File: src/rtl/esn_rx_framer.sv
// Byte-stream to word framer: packs LSB-first bytes into sign/zero-extended words
// tagged with channel/index, with optional s_last frame-boundary checking.
module esn_rx_framer #(
  parameter int BYTES_PER_WORD = 2,
  parameter int OUT_W          = 16,
  parameter int SIGN_EXT       = 1,
  parameter int CHANNELS       = 1,
  parameter int WORDS_PER_CHAN = 40,
  parameter int USE_LAST       = 0,
  localparam int CW = (CHANNELS > 1) ? $clog2(CHANNELS) : 1,
  localparam int IW = (WORDS_PER_CHAN > 1) ? $clog2(WORDS_PER_CHAN) : 1
) (
  input  logic             clk,
  input  logic             rst_n,
  input  logic             s_valid,
  output logic             s_ready,
  input  logic [7:0]       s_data,
  input  logic             s_last,
  output logic             m_valid,
  input  logic             m_ready,
  output logic [OUT_W-1:0] m_data,
  output logic [CW-1:0]    m_chan,
  output logic [IW-1:0]    m_idx,
  output logic             m_frame_last,
  output logic [15:0]      frame_cnt,
  output logic             err_short,
  output logic             err_long
);

  localparam int AW = 8 * BYTES_PER_WORD;
  localparam int BW = (BYTES_PER_WORD > 1) ? $clog2(BYTES_PER_WORD) : 1;
  localparam logic [OUT_W-1:0] EXT_MASK = ~OUT_W'({AW{1'b1}});

  typedef enum logic [1:0] {COLLECT, HOLD, DISCARD} state_t;

  state_t           r_state, w_state_next;
  logic [BW-1:0]    r_byte_cnt;
  logic [CW-1:0]    r_chan;
  logic [IW-1:0]    r_idx;
  logic [AW-1:0]    r_accum;
  logic [OUT_W-1:0] r_m_data;
  logic [CW-1:0]    r_m_chan;
  logic [IW-1:0]    r_m_idx;
  logic             r_m_frame_last;
  logic [15:0]      r_frame_cnt;
  logic             r_err_short, r_err_long;
  logic             r_discard_pend;

  logic             w_s_fire, w_byte_last, w_frame_end, w_short, w_long;
  logic [AW-1:0]    w_word;
  logic [OUT_W-1:0] w_ext;

  assign w_s_fire    = s_valid && s_ready;
  assign w_byte_last = (r_byte_cnt == BW'(BYTES_PER_WORD - 1));
  assign w_frame_end = w_byte_last && (r_chan == CW'(CHANNELS - 1)) &&
                       (r_idx == IW'(WORDS_PER_CHAN - 1));
  assign w_short     = (USE_LAST != 0) && s_last && !w_frame_end;
  assign w_long      = (USE_LAST != 0) && !s_last && w_frame_end;

  // The arriving byte is always the top byte of the word being completed.
  always_comb begin
    w_word = r_accum;
    w_word[8*(BYTES_PER_WORD-1) +: 8] = s_data;
    w_ext = OUT_W'(w_word) | (((SIGN_EXT != 0) && w_word[AW-1]) ? EXT_MASK : '0);
  end

  always_ff @(posedge clk or negedge rst_n) begin
    if (!rst_n) r_state <= COLLECT;
    else        r_state <= w_state_next;
  end

  always_comb begin
    w_state_next = r_state;
    s_ready      = 1'b0;
    m_valid      = 1'b0;
    case (r_state)
      COLLECT: begin
        s_ready = rst_n;
        if (s_valid && !w_short && w_byte_last) w_state_next = HOLD;
      end
      HOLD: begin
        m_valid = 1'b1;
        if (m_ready) w_state_next = r_discard_pend ? DISCARD : COLLECT;
      end
      DISCARD: begin
        s_ready = rst_n;
        if (s_valid && s_last) w_state_next = COLLECT;
      end
      default: w_state_next = COLLECT;
    endcase
  end

  always_ff @(posedge clk or negedge rst_n) begin
    if (!rst_n) begin
      r_byte_cnt     <= '0;
      r_chan         <= '0;
      r_idx          <= '0;
      r_accum        <= '0;
      r_m_data       <= '0;
      r_m_chan       <= '0;
      r_m_idx        <= '0;
      r_m_frame_last <= 1'b0;
      r_frame_cnt    <= '0;
      r_err_short    <= 1'b0;
      r_err_long     <= 1'b0;
      r_discard_pend <= 1'b0;
    end else begin
      r_err_short <= 1'b0;
      r_err_long  <= 1'b0;
      if (r_state == COLLECT && w_s_fire) begin
        if (w_short) begin
          r_byte_cnt  <= '0;
          r_chan      <= '0;
          r_idx       <= '0;
          r_err_short <= 1'b1;
        end else if (!w_byte_last) begin
          r_accum[8*r_byte_cnt +: 8] <= s_data;
          r_byte_cnt <= r_byte_cnt + 1'b1;
        end else begin
          r_m_data       <= w_ext;
          r_m_chan       <= r_chan;
          r_m_idx        <= r_idx;
          r_m_frame_last <= w_frame_end;
          r_byte_cnt     <= '0;
          // Position advances now; the word in HOLD is already committed.
          if (w_frame_end) begin
            r_chan         <= '0;
            r_idx          <= '0;
            r_discard_pend <= w_long;
            r_err_long     <= w_long;
          end else if (r_chan == CW'(CHANNELS - 1)) begin
            r_chan <= '0;
            r_idx  <= r_idx + 1'b1;
          end else begin
            r_chan <= r_chan + 1'b1;
          end
        end
      end else if (r_state == HOLD && m_ready) begin
        r_discard_pend <= 1'b0;
        if (r_m_frame_last) r_frame_cnt <= r_frame_cnt + 16'd1;
      end else if (r_state == DISCARD && w_s_fire && s_last) begin
        r_byte_cnt <= '0;
        r_chan     <= '0;
        r_idx      <= '0;
      end
    end
  end

  assign m_data       = r_m_data;
  assign m_chan       = r_m_chan;
  assign m_idx        = r_m_idx;
  assign m_frame_last = r_m_frame_last;
  assign frame_cnt    = r_frame_cnt;
  assign err_short    = r_err_short;
  assign err_long     = r_err_long;

endmodule

File: config.mk
export PLATFORM = sky130hd
export DESIGN_NAME = esn_rx_framer
export DESIGN_NICKNAME = d
export VERILOG_FILES = /design/src/rtl/esn_rx_framer.sv
export SDC_FILE = /design/constraint.sdc
export NUM_CORES = 1
export LEC_CHECK = 0
export CAP_MARGIN = 5
export CORE_UTILIZATION = 50
export CTS_BUF_LIST = sky130_fd_sc_hd__clkbuf_8
export DETAILED_ROUTE_END_ITERATION = 8
export PLACE_DENSITY = 0.82
export SLEW_MARGIN = 20
export SYNTH_ARGS = -nofsm -noshare
export SYNTH_HDL_FRONTEND = slang
export SYNTH_SLANG_ARGS = --single-unit
File: constraint.sdc
create_clock -name clk -period 1.75 [get_ports clk]
set_input_delay 0.2625 -clock clk [delete_from_list [all_inputs] [get_ports clk]]
set_output_delay 0.2625 -clock clk [all_outputs]
set_load 0.02 [all_outputs]
==> metrics.txt, run 1 <==
run status finished clean; Cells after Synth between 200 and 250; Tot Pwr around 4.3 mW; fmax approximately 590 MHz; crit path kind flop to output pin; Post-CTS Setup Inserts 0; crit path DAT between 1 and 1.5 ns; largest net degree at the start of global routing 56; Clock Tree Buf Depth 2; Synth-to-Final Area Change 29.9%; Die Wd 70.2 µm; Worst Path Max Fanout 5; Core Util, Final 0.685; Die Ht between 70 and 80 µm; most frequent cell after synthesis nand2_1; CTS tree yes; hold buffers post-CTS 0; I/O Pins 57; Worst-Margin Slew 0.680 ns; worst hold path type primary input to async pin; initial antenna violation count 0; Post-synth top cells nand2_1, dfrtp_1, xor2_1; Pleak around 1.5 nW; worst setup path startpoint r_state[0]; grt ovf 0; Initial Utilization 0.527; Worst-Skew Late Latency about 0.31 ns; vias in the first global route between 1500 and 2000; flops & latches, synth between 50 and 60; detailed placement HPWL 3070 µm; prevailing post-synth register cell dfrtp_1; Hold Fails Final Rpt 0; Antenna diodes 0; worst vdd ir about 1.1 mV; share of cells above drive strength 1 0.132; nets around 300; Vias between 1500 and 2000; Synth area leaders dfrtp_1, nand2_1, mux2_2; Tot GR Track Use 0.192; Final Cycle Share 0.963; IO Port Bufs 52; mapped cell area approximately 2300 µm²; Mapped Avg Cell Area 10.6 µm²; Worst-path clk slew roughly 0.10 ns; Die Footprint roughly 4900 µm²; synth warn 0; R2R depth 5; TritonRoute pass-1 iters 4; setup repair after global routing missed its margin false; Slew Limit Headroom 0.547; fraction of registers with async set/reset 1.00; setup TNS 0 ns; Clock Sinks 55; FF-to-FF Start r_idx[0]; CP Launch Type flop; Vias/cell between 5 and 6; Layout Skew between 0.008 and 0.009 ns; H-tree depth 2; Root Buffer clkbuf_8; share of the synthesized area in the top cell type 0.591; global-route wire length before repair between 7000 and 8000 µm; Starting DRT DRC Count 60; row count 24; Total Wirelength roughly 4400 µm; setup violators final 0; Post-synth EDFFs 0; Post-DRT Antenna Nets 0; crit path time final between 1.5 and 2 ns; pins over their slew limit 0; area leader, netlist dfrtp_1; CTS buffer count 5; Worst Setup End Kind output pin; maxcap violations 0; RePlAce Congestion about 0.77; Req. time, crit path 1.49 ns; Residual DRC 0; core area ~4400 µm²; distinct cell type count after synthesis 30; PD cells roughly 1400 nW/µm²; post-CTS resize count 1; mean routed wirelength per cell 13.2 µm; register area share after synthesis 0.591
-- stage by stage --
stage | cells | instance area, µm² | hold slack (ns) | setup WS, ns
5_1_grt | 332 | 3020 | 0.147 | 0.00341
2_1_floorplan | 222 | 2330 | -0.0331 | 0.115
3_5_place_dp | 324 | 2910 | 0.457 | 0.0612
6_report | 332 | 3020 | 0.0875 | 0.0641
3_3_place_gp | 324 | 2910 | 0.447 | 0.0826
4_1_cts | 332 | 3020 | 0.107 | 0.0357
-- registers in the layout, indices dropped and copies added, names as in the netlist --
signal and flops:
frame_cnt 16, m_data 16, m_frame_last 1, m_idx 6, r_accum 8, r_byte_cnt 1
r_idx 6, r_state 1
-- final cells by class --
cell class / instances / area [µm²]
fillers: 339 / 1390
flip-flops and latches: 55 / 1380
multi-input cells: 156 / 890
repair buffers: 59 / 569
clock buffers: 5 / 68.8
well taps: 52 / 65.1
clock inverters: 3 / 46.3
inverters: 2 / 7.51
-- path summary, 6_finish.rpt --
check                           slack (ns)       endpoint
worst max-delay path                  0.06        m_valid
worst min-delay path                  0.09       m_idx[4]
worst max register to register        0.24       r_idx[5]
worst min register to register        0.47      m_data[6]
max in group asynchronous             1.21  frame_cnt[11]
min in group clk                      0.47     r_byte_cnt
-- worst max-delay path, stage by stage (launching register included) --
cell             delay [ns]
dfrtp_1                0.37
buf_4                  0.14
clkdlybuf4s50_1        0.60
-- per-layer routing --
layer	up-vias	GRT usage	wire length, µm
met5	-	0	0
met4	0	0.0533	46
met3	6	0.0577	272
met2	61	0.317	2080
met1	820	0.243	1980
li1	824	-	-
-- power by group --
part / total [mW] / internal (mW) / switching [mW]
clock network: 0.854 / 0.431 / 0.423
registers: 1.96 / 1.67 / 0.290
logic: 1.45 / 0.712 / 0.738
total: 4.26 / 2.81 / 1.45
-- cells by family after synthesis --
logic type / count (synthesis) / synth area share
mux: 9 / 0.0430
compound gates: 7 / 0.0151
other cells: 1 / 0.00161
fa+ha+maj: 2 / 0.0108
buf+inv: 11 / 0.0296
flops: 55 / 0.591
simple gates: 117 / 0.241
xor+xnor: 18 / 0.0677
-- cell usage in the layout, fill, tap and decap left out, types with 2 or more instances in the layout --
cell type        netlist  final
ha_1                   2      2
and3_2                 2      2
and3_1                 2      2
dfrtp_1               55     55
nand4_1                4      4
inv_1                  2      2
nand3_1                9      9
clkbuf_8               0      5
mux2_2                 8      8
o21ai_0                6      6
xor2_1                10     10
nand2_1               81     81
nor3_2                 4      4
nor2_1                 5      5
xnor2_1                8      8
buf_4                  7      7
conb_1                 1      3
clkdlybuf4s50_1        0     49
No activity file was read; power rests on OpenSTA's default activity.
==> inputs of run 2 (changes only) <==
--- a/config.mk
+++ b/config.mk
@@ -9,6 +9,7 @@
 export CORE_UTILIZATION = 50
 export CTS_BUF_LIST = sky130_fd_sc_hd__clkbuf_8
 export DETAILED_ROUTE_END_ITERATION = 8
+export HOLD_SLACK_MARGIN = 0.15
 export PLACE_DENSITY = 0.82
 export SLEW_MARGIN = 20
 export SYNTH_ARGS = -nofsm -noshare
==> run 2 against run 1 <==
  * Hold slack improved by 0.39 ns
  * Worst setup slack lost 0.011 ns
  * Largest cell class unchanged
  * Routed wire length shrank 0.11%
  * Highest routed layer unchanged
  * Non-clock buffer count up 1
==> metrics.txt, run 2 (synthesized netlist as in run 1, its figures left out) <==
Initial Utilization 0.527 (unchanged); Core Util, Final 0.687 (+0.00255); Hold Fails Final Rpt 0 (unchanged); share of cells above drive strength 1 0.132 (-0.000470); core area 4410 µm² (unchanged); Die Wd 70.2 µm (unchanged); vias in the first global route 1643 (unchanged); commonest non-fill, non-tap cell in the layout nand2_1; slowest stage delay, CP 0.52 ns (-0.08 ns); Residual DRC 0 (unchanged); setup repair after global routing missed its margin false; CTS tree yes; H-tree depth 2 (unchanged); PD cells 1410 nW/µm² (-0.27%); Worst-Margin Slew 0.679 ns (-0.000495 ns); Critical-path top delay cell dlygate4sd3_1; CP Cell Sequence dlygate4sd3_1 -> buf_2 -> nor2b_2 -> clkdlybuf4s15_1; CTS buffer count 5 (unchanged); Worst-Skew Late Latency 0.31 ns (about the same); worst vdd ir 1.13 mV (+0.38%); Starting DRT DRC Count 70 (+17%); crit path kind primary input to output pin; TritonRoute pass-1 iters 4 (unchanged); hold path cells 2; CP Launch Type primary input; Antenna diodes 0 (unchanged); Hold Path End m_data[6]; Synth-to-Final Area Change 30.4%; pins over their slew limit 0 (unchanged); Layout Skew 0.00856 ns (-0.000295 ns); Final Cycle Share 0.969 (+0.00606); R2R depth 5 (unchanged); crit path time final 1.70 ns (+0.0106 ns); cell area after layout 3030 µm² (+0.37%); Req. time, crit path 1.49 ns (about the same); Pleak 1.47 nW (+0.17%); dpl ws 0.0612 ns (unchanged); FF-to-FF End r_idx[5]; Post-DRT Antenna Nets 0 (unchanged); Die Ht 70.2 µm (unchanged); detailed placement HPWL 3070 µm (unchanged); fmax 589 MHz (-0.62%); HP Start r_accum[6]; I/O Pins 57 (unchanged); nets 295 (+0.34%); Vias/cell 5.14 (-0.18%); Worst-path clk slew 0.10 ns (about the same); maxcap violations 0 (unchanged); Total Wirelength 4380 µm (-0.11%); mean routed wirelength per cell 13.2 µm (-0.41%); r2r setup slk 0.24 ns (about the same); initial antenna violation count 0 (unchanged); RePlAce Congestion 0.767 (unchanged); worst hold path type flop to flop; PnR worst setup slack 0.0535 ns (-0.0106 ns); Vias 1713 (+0.12%); crit path DAT 1.43 ns (about the same); Slew Limit Headroom 0.547 (about the same); global-route wire length before repair 7400 µm (unchanged); run status finished clean; delay-heaviest family, CP buffers and inverters; Clock Tree Buf Depth 2 (unchanged); IO Port Bufs 52 (unchanged); grt ovf 0 (unchanged); setup violators final 0 (unchanged); Tot GR Track Use 0.192 (unchanged); largest net degree at the start of global routing 56 (unchanged); setup TNS 0 ns (unchanged); FF-to-FF Start r_idx[0]; crit path buf inv count 3 (+1); commonest cells after routing, fill and taps aside nand2_1, dfrtp_1, clkdlybuf4s50_1, xor2_1, nand3_1; Root Buffer clkbuf_8; Worst Path Max Fanout 4 (-1); Clock Sinks 55 (unchanged); dpl cell area 2910 µm² (unchanged); Worst Setup End Kind output pin; Die Footprint 4930 µm² (unchanged); row count 24 (unchanged)
## run 2: changes by cell type in the layout (fill, tap and decap cells not counted)
cell	previous run	this run
dlygate4sd2_1	1	0
dlygate4sd3_1	0	1
clkdlybuf4s15_1	0	1
## run 2: worst register-to-register path, delay by kind of cell (launching register included)
family	cells	cell delay (ns)
AO/OA/AOI/OAI	2	0.24
adder cells (fa/ha/maj)	1	0.21
flip-flops	1	0.43
AND/OR/NAND/NOR	2	0.50
## run 2: how the worst max path moves through the flow
stage               start  cells after the start    endpoint  slack (ns)
3_5_place_dp      s_valid                      4  r_accum[6]        0.06
5_1_grt        r_state[0]                      2     m_valid       0.003
6_report            rst_n                      4     s_ready        0.05
2_1_floorplan  r_state[0]                      4  r_accum[0]        0.12
3_3_place_gp      s_valid                      4  r_accum[7]        0.08
4_1_cts             rst_n                      4     s_ready        0.01
## run 2: layout make-up
type	count	area, µm²
clock buffer	5	68.8
timing repair buffer	60	581
sequential	55	1380
inverter	2	7.51
clock inverter	3	46.3
tap	52	65.1
multi-input combinational	156	890
fill	339	1380
## run 2: metal layers
metal | routed length [µm] | vias to the layer above | GRT usage | share of wire
met5 | 0 | - | 0 | 0
met2 | 2110 | 62 | 0.317 | 0.48
met1 | 1950 | 818 | 0.244 | 0.45
li1 | - | 827 | - | -
met3 | 272 | 6 | 0.0563 | 0.062
met4 | 46 | 0 | 0.0533 | 0.011
## run 2: timing repair
| action | 4_1_cts | 5_1_grt |
|---|---|---|
| gates resized for setup | 1 | 2 |
| endpoints found under the hold margin | 55 | 0 |
| gates cloned | 0 | 0 |
| setup endpoints to repair | 1 | 2 |
| buffers inserted | 0 | 0 |
| hold buffers | 1 | 0 |
## run 2: report_power, final
| group | leakage [nW] | internal (mW) | switching (mW) |
|---|---|---|---|
| clock network | 0.0548 | 0.431 | 0.423 |
| registers | 0.706 | 1.67 | 0.290 |
| logic | 0.707 | 0.715 | 0.740 |
| total | 1.47 | 2.81 | 1.45 |
## run 2: stage by stage
| stage | hold WS, ns | std cells | total power [mW] |
|---|---|---|---|
| 2_1_floorplan | -0.0331 | 222 | 2.74 |
| 3_3_place_gp | 0.447 | 324 | 3.40 |
| 3_5_place_dp | 0.457 | 324 | 3.45 |
| 4_1_cts | 0.484 | 333 | 4.31 |
| 5_1_grt | 0.501 | 333 | 4.52 |
| 6_report | 0.477 | 333 | 4.27 |
